## config.mk

```make
export PLATFORM = sky130hd
export DESIGN_NAME = instr_prefetch_unit
export DESIGN_NICKNAME = d
export VERILOG_FILES = /design/src/rtl/instr_prefetch_unit.sv
export SDC_FILE = /design/constraint.sdc
export NUM_CORES = 1
export LEC_CHECK = 0
export ABC_AREA = 1
export BUFFER_PORTS_ARGS = -buffer_cell sky130_fd_sc_hd__buf_2
export CORE_MARGIN = 1
export CORE_UTILIZATION = 57
export DETAILED_ROUTE_END_ITERATION = 10
export PLACE_DENSITY = 0.79
export SLEW_MARGIN = 40
export SYNTH_ARGS = -nofsm -noshare
export SYNTH_HDL_FRONTEND = slang
export SYNTH_SLANG_ARGS = --single-unit
export TNS_END_PERCENT = 1
```

## constraint.sdc

```tcl
create_clock -name M_clock -period 2.4 [get_ports M_clock]
set_input_delay 0.24 -clock M_clock [delete_from_list [all_inputs] [get_ports M_clock]]
set_output_delay 0.24 -clock M_clock [all_outputs]
set_load 0.05 [all_outputs]
```

## src/rtl/instr_prefetch_unit.sv

```systemverilog
// Instruction prefetch unit: walks a PC through a synchronous instruction ROM,
// buffers fetched words in a small FIFO and presents them with valid/ready.
// A redirect loads a new PC and discards every buffered and in-flight word.
module instr_prefetch_unit #(
    parameter int unsigned AW    = 5,
    parameter int unsigned DW    = 8,
    parameter int unsigned DEPTH = 4
) (
    input  logic          M_clock,
    input  logic          resetn,
    output logic [AW-1:0] rom_addr,
    output logic          rom_rden,
    input  logic [DW-1:0] rom_q,
    input  logic          redirect,
    input  logic [AW-1:0] redirect_addr,
    output logic [DW-1:0] out_data,
    output logic [AW-1:0] out_addr,
    output logic          out_valid,
    input  logic          out_ready,
    output logic [2:0]    fifo_count
);

    localparam int unsigned PW = (DEPTH > 1) ? $clog2(DEPTH) : 1;
    localparam logic [3:0]  DepthW = 4'(DEPTH);

    logic [AW-1:0] pc_q, pc_d;
    logic          pending_q, pending_d;
    logic [AW-1:0] pend_addr_q, pend_addr_d;
    logic [PW-1:0] wr_ptr_q, wr_ptr_d;
    logic [PW-1:0] rd_ptr_q, rd_ptr_d;
    logic [2:0]    count_q, count_d;
    logic [DW-1:0] data_mem_q [DEPTH];
    logic [AW-1:0] addr_mem_q [DEPTH];

    logic       push;
    logic       pop;
    logic [3:0] credit_used;

    // Issue/capture/pop strobes; the credit check counts the in-flight word so the
    // FIFO can never overflow.
    always_comb begin
        credit_used = 4'(count_q) + 4'(pending_q);
        rom_rden    = resetn & ~redirect & (credit_used < DepthW);
        push        = pending_q & ~redirect;
        pop         = out_valid & out_ready & ~redirect;
    end

    assign rom_addr   = pc_q;
    assign out_valid  = (count_q != 3'd0);
    assign fifo_count = count_q;
    // Gate the head to zero when empty so no stale word is ever visible.
    assign out_data   = out_valid ? data_mem_q[rd_ptr_q] : '0;
    assign out_addr   = out_valid ? addr_mem_q[rd_ptr_q] : '0;

    // Next-state for PC, in-flight tracking and FIFO pointers; redirect wins.
    always_comb begin
        pc_d        = pc_q;
        pending_d   = rom_rden;
        pend_addr_d = pend_addr_q;
        wr_ptr_d    = wr_ptr_q;
        rd_ptr_d    = rd_ptr_q;
        count_d     = count_q;
        if (redirect) begin
            pc_d      = redirect_addr;
            pending_d = 1'b0;
            wr_ptr_d  = '0;
            rd_ptr_d  = '0;
            count_d   = 3'd0;
        end else begin
            if (rom_rden) begin
                pc_d        = pc_q + AW'(1);
                pend_addr_d = pc_q;
            end
            if (push) wr_ptr_d = wr_ptr_q + PW'(1);
            if (pop)  rd_ptr_d = rd_ptr_q + PW'(1);
            unique case ({push, pop})
                2'b10:   count_d = count_q + 3'd1;
                2'b01:   count_d = count_q - 3'd1;
                default: count_d = count_q;
            endcase
        end
    end

    // Control state register with synchronous active-low reset.
    always_ff @(posedge M_clock) begin
        if (!resetn) begin
            pc_q        <= '0;
            pending_q   <= 1'b0;
            pend_addr_q <= '0;
            wr_ptr_q    <= '0;
            rd_ptr_q    <= '0;
            count_q     <= 3'd0;
        end else begin
            pc_q        <= pc_d;
            pending_q   <= pending_d;
            pend_addr_q <= pend_addr_d;
            wr_ptr_q    <= wr_ptr_d;
            rd_ptr_q    <= rd_ptr_d;
            count_q     <= count_d;
        end
    end

    // FIFO storage: capture the word returned for the previously issued address.
    always_ff @(posedge M_clock) begin
        if (resetn && push) begin
            data_mem_q[wr_ptr_q] <= rom_q;
            addr_mem_q[wr_ptr_q] <= pend_addr_q;
        end
    end

    // A capture into a full FIFO means the credit accounting is broken.
    push_not_full_a: assert property (@(posedge M_clock) disable iff (!resetn)
        !(push && (count_q == 3'(DEPTH))));

endmodule

```

[Word-level counts from Yosys, hierarchy flattened]
Memory sizes are Yosys's and may differ from the RTL's. A register that Yosys moved wholly into a read port is not among the register bits.
Cells that the tools add are included.
Cells by class
  add/subtract/negate cells: 6
  $lt $le $gt $ge: 1
  equality and inequality tests: 2
  mux-type cells: 11
  bitwise logic cells: 7
  reductions and logical operators: 6
Operator list (number)
  2-to-1 mux 5 bit: 3
  2-to-1 mux 2 bit: 4
  2-to-1 mux 8 bit: 1
  case mux 3 bit (2 select lines): 1
  adder 5 x 1 -> 5 bit, second input constant: 1
  AND 1 bit: 5
  adder 2 x 1 -> 2 bit, second input constant: 2
  adder 3 x 1 -> 4 bit: 1
  less-than comparator 4 x 3 -> 1 bit, second input constant: 1
  nonzero test 2 bit: 2
  adder 3 x 1 -> 3 bit, second input constant: 1
  nonzero test 3 bit: 1
  subtractor 3 x 1 -> 3 bit, second input constant: 1
  == test 2 x 1 -> 1 bit, second input constant: 1
  == test 2 bit, second input constant: 1
  2-to-1 mux 1 bit: 2
  NOT 1 bit: 2
  AND reduction 2 bit: 1
  OR reduction 2 bit: 1
  logical AND 1 bit: 1
Word-level totals
  bits in registers: 18
  bits in writable memories: 52
  bits of input ports: 17
  output and inout bits: 23
  word-level logic and storage cells: 41
  memories kept: 2
Memories
  data_mem_q: words 4, bits a word 8, rd ports 1, clocked after memory_dff 1, wr ports 1, RTL line 32  | logic [DW-1:0] data_mem_q [DEPTH];
  addr_mem_q: words 4, bits a word 5, rd ports 1, clocked after memory_dff 1, wr ports 1, RTL line 33  | logic [AW-1:0] addr_mem_q [DEPTH];

[Depth between registers and ports, before layout]
  depth in word-level cells: 5
  depth in mapped cells: 12
  mapped depth without buffers: 12

[Worst setup path after synthesis]
No wires, ideal clock.
  path kind: reg-to-output
  start: register count_q[0], in the netlist fifo_count[0]
  end: output out_addr[0]
  arrival: 2352 ps
  data required time: 2160 ps
  path slack: -192 ps
  stages on the path, launching flop included: 6
  buffers on the path: 1
  cell sequence: dfxtp_1 > inv_1 > nand3_1 > inv_2 > buf_2 > a21oi_1
Between the ends
  cells in the longest elaborated chain, start to end: 2
RTL lines
  from (decl): RTL line 31  | logic [2:0] count_q, count_d;
  from (signal assigned): RTL line 99  | count_q <= count_d;
  nonzero test 3 bit: RTL line 49  | assign out_valid = (count_q != 3'd0);
  named net out_valid: RTL line 18  | output logic out_valid,
  2-to-1 mux 5 bit: RTL line 53  | assign out_addr = out_valid ? addr_mem_q[rd_ptr_q] : '0;
  to (decl): RTL line 17  | output logic [AW-1:0] out_addr,
The timed path passes the listed nets, and every way through them passes these cells.

==> results.sh <==
export IMPL_synth_nets=315
export IMPL_grt_ovfl_total=0
export IMPL_fin_skew_ns=0.008645
export IMPL_power_leakage_nw=1.430
export IMPL_power_density_mw_per_mm2=752.6
export IMPL_numCtsBuffers=9
export IMPL_dr_wl_met2_mm=2.779
export IMPL_htree_levels=3
export IMPL_worstSkewPairLatency_ns=0.34
export IMPL_synth_top_area_share=0.5134
export IMPL_root_buffer="clkbuf_8"
export IMPL_ys_flop_type="edfxtp_1"
export IMPL_drive_gt1_frac=0.2222
export IMPL_dieArea_sq_mm=0.005633
export IMPL_postRouteAntennaNets=0
export IMPL_ys_ff_latch=72
export IMPL_firstDrtPassIters=4
export IMPL_place_area_sq_mm=0.003316
export IMPL_wl_met3_um=299
export IMPL_synth_area_sq_mm=0.003042
export IMPL_tns_ns=0
export IMPL_core_sq_mm=0.005107
export IMPL_async_flop_share=0
export IMPL_cts_hold_buf=0
export IMPL_avgSynthCellArea_sq_um=10.45
export IMPL_cp_max_fo=12
export IMPL_rsz0062_at_grt="false"
export IMPL_syn2layout_area_growth_pct=17.03
export IMPL_reg2reg_slack_ns=0.42
export IMPL_clk_pin_slew_ns=0.07
export IMPL_critPathKind="flip-flop to primary output"
export IMPL_r2r_end="fifo_count[2]$_SDFFE_PP0P_"
export IMPL_cp_required_ns=2.16
export IMPL_grt_pass1_vias=1903
export IMPL_setup_viol=0
export IMPL_final_hold_viol_count=0
export IMPL_diodes=0
export IMPL_relSlewSlack=0.6759
export IMPL_synth_top_area_cell="edfxtp_1"
export IMPL_fin_util=0.6970
export IMPL_cap_violations=0
export IMPL_synth_area_leaders="edfxtp_1 (51%), dfxtp_1 (13%), nor2_1 (8.5%), o21ai_0 (4.8%), a21oi_1 (3.6%)"
export IMPL_postCtsSetupRepairBufs=0
export IMPL_critPathCaptureType="primary output"
export IMPL_synth_commonest_cells="nor2_1 (69), edfxtp_1 (52), o21ai_0 (29)"
export IMPL_holdCritStartpoint="rom_q[7]"
export IMPL_viasPerCell=5.148
export IMPL_seq_area_frac_synth=0.6450
export IMPL_gp_congestion=0.8052
export IMPL_start_util=0.5955
export IMPL_num_vias=2121
export IMPL_hold_path_class="primary input to flip-flop"
export IMPL_whs_path_depth=1
export IMPL_synth_most_common_cell="nor2_1"
export IMPL_rows=26
export IMPL_place_hpwl_mm=3.440
export IMPL_drtIter0Drc=158
export IMPL_postSynthCellCount=291
export IMPL_antenna_found_initial=0
export IMPL_portBuffers=39
export IMPL_cts_resized=0
export IMPL_period_needed_ns=2.182
export IMPL_yosysWarnings=0
export IMPL_cts_sinks=72
export IMPL_die_y_um=75.05
export IMPL_grt_max_degree=27
export IMPL_dp_cells=396
export IMPL_top_layer="met4"
export IMPL_finalCritPeriodShare=0.9090
export IMPL_cp_arrival_ns=1.94
export IMPL_fin_area_sq_mm=0.003560
export IMPL_worst_pin_slew_ns=0.4855
export IMPL_pin_count=40
export IMPL_drc=0
export IMPL_final_nets=361
export IMPL_totalWireLength_mm=5.584
export IMPL_ir_drop_mv=0.4152
export IMPL_yosysUniqueCellTypes=23
export IMPL_synth_edff_count=52
export IMPL_die_w_um=75.05
export IMPL_status="completed"
export IMPL_drv_slew=0
export IMPL_clockBufferDepth=2
export IMPL_finalNonFillerCells=412
export IMPL_start_kind="flip-flop"
export IMPL_globalRouteTotalUtil=0.2186
export IMPL_r2r_start="fifo_count[0]$_SDFFE_PP0P_"
export IMPL_cts_tree="built"
export IMPL_m1WireLength_mm=2.443
export IMPL_min_to="data_mem_q[3][7]$_DFFE_PP_"
export IMPL_max_freq_ghz=0.4584
export IMPL_grt_pass1_wl_mm=8.583
export IMPL_wire_per_inst_um=13.55
export IMPL_reg2regPathDepth=12
critical path, stage by stage (launching register included):
cell     delay, ns
dfxtp_1       0.62
buf_4         0.26
nor2_1        0.06
nor2_1        0.10
o21ai_0       0.09
a21oi_1       0.17
buf_2         0.29
through the flow:
| step | setup WS (ns) | total power [mW] | hold WS [ns] |
|---|---|---|---|
| floorplan | -0.1919 | 1.521 | 0.3376 |
| global placement | 0.5980 | 1.566 | 0.4557 |
| detailed placement | 0.4535 | 1.570 | 0.4592 |
| CTS | 0.1790 | 2.694 | 0.09648 |
| global route | 0.06295 | 2.768 | 0.1010 |
| finish | 0.2185 | 2.679 | 0.1132 |
per-layer routing:
layer | GRT usage | up-vias
met5 | 0 | -
met4 | 0.1363 | 0
met1 | 0.2672 | 959
met2 | 0.3413 | 72
met3 | 0.06560 | 8
li1 | - | 1082
worst max path at each step:
stage | start | endpoint | slack [ns]
global placement | fifo_count[0]$_SDFFE_PP0P_ | fifo_count[2]$_SDFFE_PP0P_ | 0.60
detailed placement | fifo_count[0]$_SDFFE_PP0P_ | fifo_count[2]$_SDFFE_PP0P_ | 0.45
CTS | flip-flop | out_addr[2] | 0.18
finish | flip-flop | out_addr[2] | 0.22
floorplan | fifo_count[0]$_SDFFE_PP0P_ | out_addr[0] | -0.19
global route | flip-flop | out_addr[2] | 0.06
report_power, final:
| part | switching (mW) | leakage (nW) | total (mW) | internal, mW |
|---|---|---|---|---|
| registers | 0.0200 | 0.633 | 1.37 | 1.35 |
| logic | 0.127 | 0.677 | 0.174 | 0.0476 |
| clock network | 0.422 | 0.120 | 1.13 | 0.713 |
| total | 0.568 | 1.43 | 2.68 | 2.11 |
cells in the final DEF (no fill, tap or decap):
| master | n |
|---|---|
| clkinvlp_4 | 1 |
| clkinv_2 | 1 |
| inv_4 | 1 |
| fa_1 | 1 |
| nand3_2 | 1 |
| nor2_1 | 69 |
| nor2_4 | 1 |
| bufinv_16 | 3 |
| inv_1 | 20 |
| ha_1 | 6 |
| nor2_8 | 1 |
| inv_2 | 6 |
| edfxtp_1 | 52 |
| xor2_1 | 1 |
| a21oi_1 | 22 |
| dfxtp_1 | 20 |
| nand2_1 | 21 |
| o21ai_1 | 9 |
| clkinv_1 | 1 |
| buf_4 | 7 |
| nand3_1 | 12 |
| nand4_1 | 3 |
| buf_2 | 39 |
| a21oi_2 | 4 |
| o21ai_0 | 29 |
| nand3_4 | 1 |
| clkbuf_8 | 10 |
final cells by class:
class | instances | area (sq um)
clock buffer | 10 | 137.6
clock inverter | 6 | 106.4
fill | 392 | 1548
inverter | 27 | 103.9
multi-input combinational | 181 | 914.6
sequential | 72 | 1962
tap | 70 | 87.58
timing repair buffer | 46 | 247.7
state kept, by name, summed over array words and instances (netlist names), named ones only:
signal	flops
wr_ptr_q	2
pending_q	1
addr_mem_q	20
fifo_count	3
rom_addr	5
pend_addr_q	5
rd_ptr_q	2
data_mem_q	32
cell families after synthesis:
family                     Yosys count  share of synthesized area
and+or+nand+nor                    109                     0.1563
DFF                                 72                     0.6450
AOI/OAI and AO/OA                   64                     0.1102
buffers and inverters               38                    0.05430
adders and majority gates            7                    0.03126
xor gates and xnor gates             1                   0.002880
No activity file was read; power rests on OpenSTA's default activity.
